[config.mk]
export PLATFORM = sky130hd
export DESIGN_NAME = conf_int_mac_pipe_acc_flat
export DESIGN_NICKNAME = d
export VERILOG_FILES = /design/src/rtl/conf_int_mac_pipe_acc_pkg.sv /design/src/rtl/conf_int_mac_pipe_acc_if.sv /design/src/rtl/conf_int_mac_pipe_acc_mult_pipe.sv /design/src/rtl/conf_int_mac_pipe_acc.sv /design/src/flat_wrapper.sv
export SDC_FILE = /design/constraint.sdc
export NUM_CORES = 1
export LEC_CHECK = 0
export ABC_AREA = 1
export CAP_MARGIN = 20
export CORE_MARGIN = 3
export CORE_UTILIZATION = 55
export DETAILED_ROUTE_END_ITERATION = 7
export DONT_BUFFER_PORTS = 1
export PLACE_DENSITY_LB_ADDON = 0.08
export REMOVE_ABC_BUFFERS = 1
export SETUP_SLACK_MARGIN = 0.3
export SYNTH_ARGS = -nofsm -noshare
export SYNTH_HDL_FRONTEND = slang
export SYNTH_SLANG_ARGS = --single-unit
[constraint.sdc]
create_clock -name clk -period 3.6 [get_ports clk]
set_clock_uncertainty 0.1 [all_clocks]
set_input_delay 0 -clock clk [delete_from_list [all_inputs] [get_ports clk]]
set_output_delay 0 -clock clk [all_outputs]
set_load 0.03 [all_outputs]
[src/rtl/conf_int_mac_pipe_acc_pkg.sv]
// Shared widths, pipeline sideband type and accumulator range helpers for the
// pipelined integer MAC.
package conf_int_mac_pkg;

    localparam int unsigned OP_W_DEF  = 16;
    localparam int unsigned ACC_W_DEF = 40;
    localparam int unsigned PIPE_DEF  = 2;
    localparam int unsigned LIM_W     = 128;

    // Per-element control that travels alongside the product.
    typedef struct packed {
        logic tc;
        logic last;
        logic sat_en;
        logic valid;
    } mac_side_t;

    // Range limits of a w-bit accumulator; callers truncate to w bits.
    function automatic logic [LIM_W-1:0] acc_smax(input int unsigned w);
        return (LIM_W'(1) << (w - 1)) - LIM_W'(1);
    endfunction

    function automatic logic [LIM_W-1:0] acc_smin(input int unsigned w);
        return LIM_W'(1) << (w - 1);
    endfunction

    function automatic logic [LIM_W-1:0] acc_umax(input int unsigned w);
        return (LIM_W'(1) << w) - LIM_W'(1);
    endfunction

    function automatic logic [LIM_W-1:0] acc_umin(input int unsigned w);
        return LIM_W'(w) & '0;
    endfunction

endpackage

[src/rtl/conf_int_mac_pipe_acc_if.sv]
// Operand stream and result stream of the MAC, both valid/ready.
interface conf_int_mac_pipe_acc_if
    import conf_int_mac_pkg::*;
#(
    parameter int unsigned OP_W  = OP_W_DEF,
    parameter int unsigned ACC_W = ACC_W_DEF
);
    logic             in_valid;
    logic             in_ready;
    logic             in_last;
    logic [OP_W-1:0]  a;
    logic [OP_W-1:0]  b;
    logic             tc;
    logic             sat_en;
    logic             out_valid;
    logic             out_ready;
    logic [ACC_W-1:0] out_data;
    logic             out_ovf;

    modport slave (
        input  in_valid, in_last, a, b, tc, sat_en, out_ready,
        output in_ready, out_valid, out_data, out_ovf
    );

    modport master (
        output in_valid, in_last, a, b, tc, sat_en, out_ready,
        input  in_ready, out_valid, out_data, out_ovf
    );
endinterface

[src/rtl/conf_int_mac_pipe_acc_mult_pipe.sv]
// STAGES-deep signed/unsigned multiplier; the element's sideband rides along
// with its product and the whole pipe holds when en is low.
module conf_int_mult_pipe
    import conf_int_mac_pkg::*;
#(
    parameter int unsigned OP_W   = OP_W_DEF,
    parameter int unsigned STAGES = PIPE_DEF
) (
    input  logic              clk,
    input  logic              rst_n,
    input  logic              en,
    input  logic              in_valid,
    input  logic              in_last,
    input  logic              in_tc,
    input  logic              in_sat_en,
    input  logic [OP_W-1:0]   a,
    input  logic [OP_W-1:0]   b,
    output logic [2*OP_W-1:0] prod_o,
    output mac_side_t         side_o
);
    localparam int unsigned PW = 2 * OP_W;

    typedef struct packed {
        logic [PW-1:0] prod;
        mac_side_t     side;
    } stage_t;

    stage_t [STAGES-1:0] stage_q;
    stage_t [STAGES-1:0] stage_d;

    logic signed [PW-1:0] a_s;
    logic signed [PW-1:0] b_s;
    logic signed [PW-1:0] prod_s;
    logic        [PW-1:0] prod_u;

    // Both interpretations are formed; the element's tc picks one.
    always_comb begin : mult
        a_s    = PW'($signed(a));
        b_s    = PW'($signed(b));
        prod_s = a_s * b_s;
        prod_u = PW'(a) * PW'(b);
    end

    always_comb begin : stage_next
        stage_d = stage_q;
        if (en) begin
            stage_d              = stage_q << $bits(stage_t);
            stage_d[0].prod      = in_tc ? $unsigned(prod_s) : prod_u;
            stage_d[0].side.tc     = in_tc;
            stage_d[0].side.last   = in_last;
            stage_d[0].side.sat_en = in_sat_en;
            stage_d[0].side.valid  = in_valid;
        end
    end

    always_ff @(posedge clk or negedge rst_n) begin : stage_regs
        if (!rst_n) begin
            stage_q <= '0;
        end else begin
            stage_q <= stage_d;
        end
    end

    assign prod_o = stage_q[STAGES-1].prod;
    assign side_o = stage_q[STAGES-1].side;

endmodule

[src/rtl/conf_int_mac_pipe_acc.sv]
// Pipelined multiply-accumulate: streams (a,b) pairs, emits one dot product per
// vector with optional saturation and a sticky overflow flag.
module conf_int_mac_pipe_acc
    import conf_int_mac_pkg::*;
#(
    parameter int unsigned OP_BITWIDTH  = OP_W_DEF,
    parameter int unsigned ACC_BITWIDTH = ACC_W_DEF,
    parameter int unsigned PIPE_STAGES  = PIPE_DEF
) (
    input  logic                   clk,
    input  logic                   rst,
    conf_int_mac_pipe_acc_if.slave bus
);
    localparam int unsigned PW = 2 * OP_BITWIDTH;
    localparam int unsigned AW = ACC_BITWIDTH;
    localparam int unsigned SW = AW + 1;

    logic          en_c;
    logic [PW-1:0] m_prod;
    mac_side_t     m_side;

    logic [AW-1:0] acc_q, acc_d;
    logic          ovf_q, ovf_d;
    logic          done_q, done_d;
    logic [AW-1:0] out_data_q, out_data_d;
    logic          out_ovf_q, out_ovf_d;
    logic          out_valid_q, out_valid_d;

    logic [AW-1:0] base_acc;
    logic          base_ovf;
    logic [SW-1:0] ext_prod;
    logic [SW-1:0] ext_acc;
    logic [SW-1:0] sum;
    logic          elem_ovf;
    logic [AW-1:0] clamp;
    logic [AW-1:0] acc_new;

    // Only a held, unaccepted result stalls the datapath.
    assign en_c = ~(out_valid_q & ~bus.out_ready);

    conf_int_mult_pipe #(
        .OP_W   (OP_BITWIDTH),
        .STAGES (PIPE_STAGES)
    ) u_mult (
        .clk       (clk),
        .rst_n     (rst),
        .en        (en_c),
        .in_valid  (bus.in_valid),
        .in_last   (bus.in_last),
        .in_tc     (bus.tc),
        .in_sat_en (bus.sat_en),
        .a         (bus.a),
        .b         (bus.b),
        .prod_o    (m_prod),
        .side_o    (m_side)
    );

    // A completed vector leaves its total in acc_q for one cycle; the next
    // element starts from zero so back-to-back vectors need no bubble.
    always_comb begin : acc_math
        base_acc = done_q ? '0 : acc_q;
        base_ovf = done_q ? 1'b0 : ovf_q;
        if (m_side.tc) begin
            ext_prod = SW'($signed(m_prod));
            ext_acc  = SW'($signed(base_acc));
        end else begin
            ext_prod = SW'(m_prod);
            ext_acc  = SW'(base_acc);
        end
        sum = ext_acc + ext_prod;
        if (m_side.tc) begin
            elem_ovf = sum[SW-1] ^ sum[SW-2];
            clamp    = sum[SW-1] ? AW'(acc_smin(AW)) : AW'(acc_smax(AW));
        end else begin
            elem_ovf = sum[SW-1];
            clamp    = sum[SW-1] ? AW'(acc_umax(AW)) : AW'(acc_umin(AW));
        end
        acc_new = (elem_ovf & m_side.sat_en) ? clamp : sum[AW-1:0];
    end

    always_comb begin : acc_next
        acc_d       = acc_q;
        ovf_d       = ovf_q;
        done_d      = done_q;
        out_data_d  = out_data_q;
        out_ovf_d   = out_ovf_q;
        out_valid_d = out_valid_q;
        if (en_c) begin
            acc_d       = m_side.valid ? acc_new : base_acc;
            ovf_d       = base_ovf | (m_side.valid & elem_ovf);
            done_d      = m_side.valid & m_side.last;
            // en_c implies any current result is being taken this edge.
            out_valid_d = done_q;
            if (done_q) begin
                out_data_d = acc_q;
                out_ovf_d  = ovf_q;
            end
        end
    end

    always_ff @(posedge clk or negedge rst) begin : acc_regs
        if (!rst) begin
            acc_q       <= '0;
            ovf_q       <= 1'b0;
            done_q      <= 1'b0;
            out_data_q  <= '0;
            out_ovf_q   <= 1'b0;
            out_valid_q <= 1'b0;
        end else begin
            acc_q       <= acc_d;
            ovf_q       <= ovf_d;
            done_q      <= done_d;
            out_data_q  <= out_data_d;
            out_ovf_q   <= out_ovf_d;
            out_valid_q <= out_valid_d;
        end
    end

    assign bus.in_ready  = en_c;
    assign bus.out_valid = out_valid_q;
    assign bus.out_data  = out_data_q;
    assign bus.out_ovf   = out_ovf_q;

endmodule

[src/flat_wrapper.sv]
// flat-port wrapper written by rule: the top's interface ports become plain ports
module conf_int_mac_pipe_acc_flat import conf_int_mac_pkg::*;
#(
    parameter int unsigned OP_BITWIDTH  = OP_W_DEF,
    parameter int unsigned ACC_BITWIDTH = ACC_W_DEF,
    parameter int unsigned PIPE_STAGES  = PIPE_DEF
)
  (clk, rst, bus_in_valid, bus_in_last, bus_a, bus_b, bus_tc, bus_sat_en, bus_out_ready, bus_in_ready, bus_out_valid, bus_out_data, bus_out_ovf);
  conf_int_mac_pipe_acc_if #(.OP_W(16), .ACC_W(40)) bus_i ();
  input  logic clk;
  input  logic rst;
  input wire logic [$bits(bus_i.in_valid)-1:0] bus_in_valid;
  input wire logic [$bits(bus_i.in_last)-1:0] bus_in_last;
  input wire logic [$bits(bus_i.a)-1:0] bus_a;
  input wire logic [$bits(bus_i.b)-1:0] bus_b;
  input wire logic [$bits(bus_i.tc)-1:0] bus_tc;
  input wire logic [$bits(bus_i.sat_en)-1:0] bus_sat_en;
  input wire logic [$bits(bus_i.out_ready)-1:0] bus_out_ready;
  output wire logic [$bits(bus_i.in_ready)-1:0] bus_in_ready;
  output wire logic [$bits(bus_i.out_valid)-1:0] bus_out_valid;
  output wire logic [$bits(bus_i.out_data)-1:0] bus_out_data;
  output wire logic [$bits(bus_i.out_ovf)-1:0] bus_out_ovf;
  assign bus_i.in_valid = bus_in_valid;
  assign bus_i.in_last = bus_in_last;
  assign bus_i.a = bus_a;
  assign bus_i.b = bus_b;
  assign bus_i.tc = bus_tc;
  assign bus_i.sat_en = bus_sat_en;
  assign bus_i.out_ready = bus_out_ready;
  assign bus_in_ready = bus_i.in_ready;
  assign bus_out_valid = bus_i.out_valid;
  assign bus_out_data = bus_i.out_data;
  assign bus_out_ovf = bus_i.out_ovf;
  conf_int_mac_pipe_acc #(.OP_BITWIDTH(OP_BITWIDTH), .ACC_BITWIDTH(ACC_BITWIDTH), .PIPE_STAGES(PIPE_STAGES)) u_core (.clk(clk), .rst(rst), .bus(bus_i));
endmodule
==> summary by stage, run 1 <==
Yosys
The synthesized design contains 0 enable-type register cells. Ranked by total cell area, the synthesized netlist is headed by sky130_fd_sc_hd__fa_1, sky130_fd_sc_hd__dfrtp_1, sky130_fd_sc_hd__nand2_1, sky130_fd_sc_hd__inv_1, sky130_fd_sc_hd__ha_1. The number of cells produced by synthesis is 3391.

The fraction of post-synthesis cell area in the top cell type by area is 29.50%. The Yosys warning count is 0. The leading register cell type out of synthesis is sky130_fd_sc_hd__dfrtp_1. The most instantiated library cell after synthesis is sky130_fd_sc_hd__nand2_1. The number of distinct library cells after synthesis is 42. The average instance in the mapped netlist occupies approximately 7.3 sq um. The sequential cell area fraction in the yosys report is 15.67%. The largest total area in the synthesized netlist belongs to sky130_fd_sc_hd__fa_1.

The cell area that synthesis handed to floorplanning was 24910 sq um. In the synthesized netlist, the cells that appear most often are sky130_fd_sc_hd__nand2_1, sky130_fd_sc_hd__inv_1, sky130_fd_sc_hd__fa_1. The synthesized design contains 156 register bits. Of all flip-flops after synthesis, the portion carrying an async set or reset was 100.0%.

Timing
The maximum clock frequency is about 210 MHz. Setup repair after global routing could not meet its margin everywhere. The post-route minimum period is 4.800 ns. The worst slack on hold paths is -0.8491 ns. The final total negative setup slack is -22.88 ns.

For the pin with the worst max-slew slack, the measured transition is 0.9592 ns. The remaining max-slew budget at the tightest pin is 35.98%. Setup violations remaining at the end of the flow were counted as 23. The final hold violation count is about 160. The max-slew violation count came to 0. Once routing completed, OpenROAD measured the worst setup slack at -1.200 ns.

The part of the cycle the worst path needs is 133.3%.

Layout
The share of post-route cells with drive strength above 1 is approximately 24%. Relative to the synthesized area, the layout overhead comes to 25.90%. The count of non-filler cells in the finished layout is 4262. Fill cells in the final layout number between 3k and 4k.

0 antenna diodes ended up in the layout. The final net count is roughly 4.3k.

GRT
Entering global routing, the biggest net connects about 160 pins. The initial antenna violation count is 0. The overall global routing resource usage is 30.87%.

Summed over all layers, the global routing overflow is 0. The number of global-route vias before repair is 23.39k. The global-route wire length before repair is 117900 um.

Floorplan
The effective utilization at floorplan is 55.96%. The die boundary height is between 200 and 250 um. The horizontal die dimension is 218.8 um. For this design the top-level I/O count stands at 82. The total core area is 44510 sq um.

After floorplanning, the core was divided into 77 placement rows. The floorplan die area is 47870 sq um.

Routing
The average wire per standard cell is 17.42 um. The post-detailed-route via-to-cell ratio is 5.181. The count of nets left with antenna violations after detail routing is 0.

The total number of vias is 22.08k. The first detailed-routing pass took 5 iterations. The number of DRC markers after the initial detailed-route iteration is 1269. In the routed design, unresolved DRC markers number 0. The routed design has 74230 um of wire.

Critical path
The worst setup path is launched from an input pin. The setup slack of the worst register-to-register path is approximately 0.30 ns. For this run, the slowest stage of the critical path takes 0.57 ns. By instance count, the cell type seen most on the critical path is sky130_fd_sc_hd__fa_1.

For the worst setup path, the data required time is 3.84 ns. For the worst setup path, the data arrival time is about 5.0 ns. The critical path is of the input pin to flip-flop type.

STA classifies the critical path endpoint as a flip-flop. The endpoint identified for the worst register-to-register timing path is u_core.acc_q[30]. The worst register-to-register path has a depth of 16. The slowest cell on the critical path is sky130_fd_sc_hd__fa_1. The worst register-to-register path begins at u_core.done_q. In this run the worst path has a maximum fanout of 16.

Status
The flow ran to the end, but the final reports show violations. The final reports fail on negative hold slack, negative setup slack.

Clock tree
In this run the clock root is driven by a sky130_fd_sc_hd__clkbuf_16. The longest clock path from root to sink contains 2 buffers. The number of buffers created by CTS is 17. The latest clock arrival within the worst-skew pair is between 0.4 and 0.5 ns. The number of H-tree levels is 4.

For this design, the sink count on the clock tree is 156. Clock-pin slew was measured on the worst setup and hold paths at roughly 0.070 ns. TritonCTS built the clock tree. The quantity of hold-fixing buffers added after cts is 11.

Placed design
Port buffering added 0 buffers. The congestion estimate from routability-driven global placement came to around 1.0. The wire-length estimate of the detail-placed layout is 58750 um. The number of placed instances, taps included, is 4176.

Job
The tool flagged a number of max-cap violations equal to 0.

Min path
The min-delay analysis places its worst path in the category input pin to async pin.
## logic make-up after synthesis
logic type | Yosys count | synth area share [%]
XOR/XNOR | 65 | 2.286
AND/OR/NAND/NOR | 1369 | 21.63
AO/OA/AOI/OAI | 337 | 7.465
buffers and inverters | 905 | 13.80
adder cells (fa/ha/maj) | 559 | 39.14
flip-flops | 156 | 15.67
## worst max-delay path: cells and delay by family
kind	cells	cell delay [ns]
adder cells (fa/ha/maj)	7	3.35
AO/OA/AOI/OAI	2	0.43
buffers and inverters	8	0.59
AND/OR/NAND/NOR	8	0.67
## timing repair
action / 4_1_cts / 5_1_grt
gates resized for setup: 376 / 302
pin swaps: 185 / 135
setup buffers: 26 / 12
hold endpoints to repair: 191 / 156
setup endpoints to repair: 61 / 65
cloned: 1 / 3
## layout by cell type, fill, tap and decap left out, drive strengths merged, types with 68 or more instances in the layout
cell type and n:
o21ai 137, inv 789, buf 354, dfrtp 156
nand3 68, nor2 285, a21oi 124, fa 367
nand2 955, ha 192
## metrics by stage
| stage | worst slack (ns) | util, % | area (sq um) | hold WS (ns) |
|---|---|---|---|---|
| final | -1.200 | 70.45 | 31360 | -0.8491 |
| after global placement | -1.821 | 61.93 | 27570 | -0.3925 |
| after floorplan | -5.604 | - | 24420 | -0.3956 |
| after detailed placement | -1.884 | 61.93 | 27570 | -0.3924 |
| after CTS | -1.196 | 67.11 | 29870 | -0.8683 |
| after global routing | -1.406 | 70.45 | 31360 | -0.8658 |
## layout make-up
type                       count  area, sq um  share of cell area, %
sequential                   156         3908                  12.46
inverter                     785         2973                  9.481
clock buffer                  17        425.4                  1.357
timing repair buffer         367         3058                  9.752
multi-input combinational   2330        20080                  64.02
tap                          592        740.7                  2.362
clock inverter                15        176.4                 0.5626
## sequential cells by signal, indices dropped and copies added, names as in the netlist
signal and flops:
u_core.bus.out_valid 1, u_core.u_mult.side_o 4, u_core.u_mult.stage_q 36, u_core.acc_q 40
u_core.bus.out_data 40, u_core.ovf_q 1, u_core.u_mult.prod_o 32, u_core.bus.out_ovf 1
u_core.done_q 1
## per-layer routing
metal | track usage (%) | part of all wire [%]
met1 | 39.73 | 42
met2 | 53.85 | 50
met3 | 3.060 | 3.8
met4 | 12.12 | 4.3
met5 | 0 | 0
## worst max path at each step
stage                    startpoint                   endpoint  cells past startpoint
2_1_floorplan  u_core.bus.out_valid  u_core.u_mult.stage_q[31]                      6
3_3_place_gp              bus_b[15]  u_core.u_mult.stage_q[35]                     24
3_5_place_dp               bus_b[1]  u_core.u_mult.stage_q[35]                     28
4_1_cts                    bus_b[6]  u_core.u_mult.stage_q[31]                     23
5_1_grt                    bus_b[6]  u_core.u_mult.stage_q[30]                     28
6_report                   bus_b[4]  u_core.u_mult.stage_q[27]                     25
Power of run 1 is left out: the tool's default activity adds up to more than one toggle a clock period on the data nets, which glitch-free logic cannot reach.
==> inputs of run 2 (changes only) <==
--- a/config.mk
+++ b/config.mk
@@ -5,7 +5,6 @@
 export SDC_FILE = /design/constraint.sdc
 export NUM_CORES = 1
 export LEC_CHECK = 0
-export ABC_AREA = 1
 export CAP_MARGIN = 20
 export CORE_MARGIN = 3
 export CORE_UTILIZATION = 55
==> constraint.sdc (replaced) <==
create_clock -name clk -period 4.13 [get_ports clk]
set_clock_uncertainty 0.1 [all_clocks]
set_input_delay 0 -clock clk [delete_from_list [all_inputs] [get_ports clk]]
set_output_delay 0 -clock clk [all_outputs]
set_load 0.03 [all_outputs]
==> run 2 against run 1 <==
The run ends with negative setup slack left. Flip-flop and latch count is the same. First-iteration DRC count shrank 23%. Via count shrank 16%. Critical path depth shrank 2. Global-route usage shrank 3.2 points.
==> summary by stage, run 2 <==
Status
The run finished, with violations left. The checks that failed: negative setup slack.

Routing
The post-detailed-route via-to-cell ratio was 5.381 (+3.9%). The total number of vias is 18.65k (-16%). The number of DRC markers after the initial detailed-route iteration came to 978 (-23%). The first-pass iteration count of the detailed router was 5 (unchanged). The average wire per standard cell is 17.55 um (+0.79%). The total length of routed wires is 60840 um (-18%).

The residual DRC count is 0 (unchanged). The count of nets left with antenna violations after detail routing is 0 (unchanged).

Layout
The utilization of the core after routing is 68.97% (-1.5 points). The library cells used most frequently in the layout, excluding fill and tap cells, are sky130_fd_sc_hd__inv_1, sky130_fd_sc_hd__fa_1, sky130_fd_sc_hd__nand2_1. The commonest non-fill, non-tap cell in the layout is sky130_fd_sc_hd__inv_1.

The cell area after layout is 28990 sq um (-7.5%). The number of inserted filler cells in the final layout is 3343 (-8.6%). The final net count is 3510 (-18%). The share of post-route cells with drive strength above 1 is 23.66% (-0.35 points). The growth of design area from synthesis to finish is 23.42%. The count of non-filler cells in the finished layout is 3466 (-19%).

Floorplan
The site row count is 75 (-2.6%). The floorplan die area is 45230 sq um (-5.5%). The total core area was 42040 sq um (-5.5%). The horizontal die dimension is 212.7 um (-2.8%). The die boundary height is 212.7 um (-2.8%). The number of top-level design ports came to 82 (unchanged).

The effective utilization at floorplan is 55.88% (-0.079 points).

Yosys
The main combinational cell family by area after synthesis is adder cells. The proportion of synthesized flip-flops having asynchronous set or reset was 100.0% (unchanged). In the synthesized netlist the dominant register cell turns out to be sky130_fd_sc_hd__dfrtp_1.

Yosys instantiated no cell more often than sky130_fd_sc_hd__inv_1. The number of synthesized register bits is 156 (unchanged). The most area-hungry cell type in the Yosys netlist is sky130_fd_sc_hd__fa_1. The number of distinct library cells after synthesis came to 76 (+81%). The fraction of post-synthesis cell area in the top cell type by area is 31.28% (+1.8 points). The summed instance area of the synthesized netlist is 23490 sq um (-5.7%). The number of cells produced by synthesis is 2632 (-22%). The synthesized area divided by synthesized cell count is 8.925 sq um (+22%). The area share of xor/xnor cells in the synthesized design is 3.494% (+1.2 points).

Ranked by instance count, the synthesized netlist is headed by sky130_fd_sc_hd__inv_1, sky130_fd_sc_hd__fa_1, sky130_fd_sc_hd__nand2_1. The sequential cell area fraction in the yosys report is 16.62% (+0.94 points). The share of synthesized cell area in full adder, half adder and majority cells is 41.50% (+2.4 points). The Yosys warning count is 0 (unchanged).

After synthesis, the cell types taking the most area are sky130_fd_sc_hd__fa_1, sky130_fd_sc_hd__dfrtp_1, sky130_fd_sc_hd__ha_1, sky130_fd_sc_hd__inv_1, sky130_fd_sc_hd__nand2_1. The multiplexer share of the synthesized area was 1.097% (+1.1 points). The fraction of the mapped netlist area in compound gates came to 12.43% (+5.0 points). The number of flops mapped to enable cells by yosys is 0 (unchanged). The area share of and/or/nand/nor cells after synthesis is 14.83% (-6.8 points).

Timing
The post-layout worst setup margin is -1.165 ns (+0.03438 ns). The slew at the pin with the worst max-slew slack is 0.8722 ns (-0.08709 ns). Setup repair after global routing could not meet its margin everywhere. Timing would allow up to 188.8 MHz. The worst slack on hold paths is 0.06095 ns (+0.9101 ns).

The remaining max-slew budget at the tightest pin is 41.86% (+5.9 points). The final setup violation count came to 21 (-8.7%). Dividing the final minimum period by the clock period gives 128.2%.

The max-slew violation count is 0 (unchanged). After layout, the minimum clock period comes to 5.295 ns. The final hold violation count came to 0 (-100%).

Clock tree
The latest clock arrival within the worst-skew pair was 0.44 ns (about the same). The number of H-tree levels is 4 (unchanged). The number of sinks driven by the clock tree is 156 (unchanged). The post-CTS clock slew at the launch and capture registers of the worst setup and hold paths is 0.06 ns (about the same). The number of buffers created by CTS is 17 (unchanged).

The root buffer cell is sky130_fd_sc_hd__clkbuf_16. The number of buffers on the longest clock path is 2 (unchanged). The CTS tree is done.

GRT
The global-route congestion overflow total was 0 (unchanged). The global-route wire length before repair is 100500 um (-15%). The overall global routing resource usage is 27.68% (-3.2 points). The number of global-route vias before repair is 19.67k (-16%). The initial antenna violation count is 1 (+1). The maximum number of pins on one net before global-route repair is 157 (unchanged).

Placed design
The weighted congestion at the end of routability-driven global placement was 0.8925 (-13%). The number of placed instances, taps included is 3371 (-19%). The total half-perimeter wirelength after legalization and detailed placement is 47440 um (-19%). The area of placed instances came to 26070 sq um (-5.4%). The total of buffers placed on input and output ports is 0 (unchanged).

Min path
In this run the worst hold path is classified as input pin to flip-flop.

Critical path
The largest fanout of any net on the critical path is 16 (unchanged). The setup path with the least slack is of type input pin to flip-flop. The worst setup path is launched from an input pin. The worst endpoint data arrival time is 5.56 ns (+0.52 ns).

The worst setup path is captured at a flip-flop. The data required time at the worst endpoint was 4.39 ns (+0.55 ns).

Job
The max-capacitance violation count is 0 (unchanged).
## run 2: stage by stage
step	TNS, ns	setup WS (ns)
after floorplan	-815.66	-6.662
after CTS	-15.96	-1.033
after global placement	-31.70	-1.940
after detailed placement	-36.45	-2.005
after global routing	-21.59	-1.345
final	-17.77	-1.165
## run 2: critical path, stage by stage
cell	delay, ns
sky130_fd_sc_hd__and2_4	0.14
sky130_fd_sc_hd__fa_1	0.53
sky130_fd_sc_hd__inv_1	0.05
sky130_fd_sc_hd__fa_1	0.47
sky130_fd_sc_hd__inv_1	0.05
sky130_fd_sc_hd__fa_1	0.48
sky130_fd_sc_hd__fa_1	0.55
sky130_fd_sc_hd__inv_1	0.07
sky130_fd_sc_hd__fa_1	0.48
sky130_fd_sc_hd__inv_1	0.05
sky130_fd_sc_hd__fa_1	0.49
sky130_fd_sc_hd__ha_4	0.33
sky130_fd_sc_hd__nand4_1	0.23
sky130_fd_sc_hd__nor3_4	0.27
sky130_fd_sc_hd__o21ai_1	0.11
sky130_fd_sc_hd__buf_4	0.17
sky130_fd_sc_hd__a211oi_4	0.28
sky130_fd_sc_hd__or4_4	0.22
sky130_fd_sc_hd__nand3_4	0.07
sky130_fd_sc_hd__a31oi_2	0.15
sky130_fd_sc_hd__xnor2_1	0.14
sky130_fd_sc_hd__nor3_1	0.06
sky130_fd_sc_hd__nor3_1	0.15
## run 2: path summary, 6_finish.rpt
| kind | from | depth (start not counted) | end | slack [ns] |
|---|---|---|---|---|
| max | bus_b[4] | 23 | u_core.u_mult.stage_q[35] | -1.17 |
| min | bus_tc | 3 | u_core.u_mult.stage_q[29] | 0.06 |
| max reg2reg | u_core.done_q | 19 | u_core.acc_q[1] | 0.11 |
| min reg2reg | u_core.u_mult.stage_q[2] | 2 | u_core.u_mult.stage_q[2] | 0.37 |
| max in group asynchronous | rst | 2 | u_core.done_q | 3.21 |
| min in group asynchronous | rst | 2 | u_core.bus.out_data[3] | 0.08 |
## run 2: logic make-up (layout without fill, tap and decap cells)
family                     count (synthesis)  in the layout
other                                      0              2
muxes                                     23             23
adders and majority gates                559            559
xor gates and xnor gates                  92             92
and+or+nand+nor                          751            751
AOI/OAI and AO/OA                        435            435
DFF                                      156            156
buffers and inverters                    616            909
## run 2: layout make-up
cell class                 count  area (sq um)  share of cell area [%]
clock inverter                13         138.9                  0.4790
timing repair buffer         363          3115                   10.75
tap                          539         674.4                   2.326
inverter                     514          1934                   6.672
multi-input combinational   1860         18770                   64.73
antenna                        2         5.005                 0.01726
clock buffer                  19         452.9                   1.562
sequential                   156          3905                   13.47
## run 2: repair_timing
item                                    4_1_cts  5_1_grt
gates cloned                                  5        1
gates resized for setup                     247      142
setup buffers                                30       12
hold endpoints to repair                    182        0
hold buffers                                 13        0
endpoints found under the setup margin       64       65
pin swaps                                   139       86
## run 2: routing by layer
layer / up-vias / global-route usage [%] / part of all wire, %
met1: 9235 / 39.65 / 46
met3: 64 / 3.952 / 5.0
li1: 8894 / - / -
met2: 458 / 44.93 / 47
met4: 0 / 6.836 / 1.7
met5: - / 0 / 0
Power of run 2 is left out for the same reason.
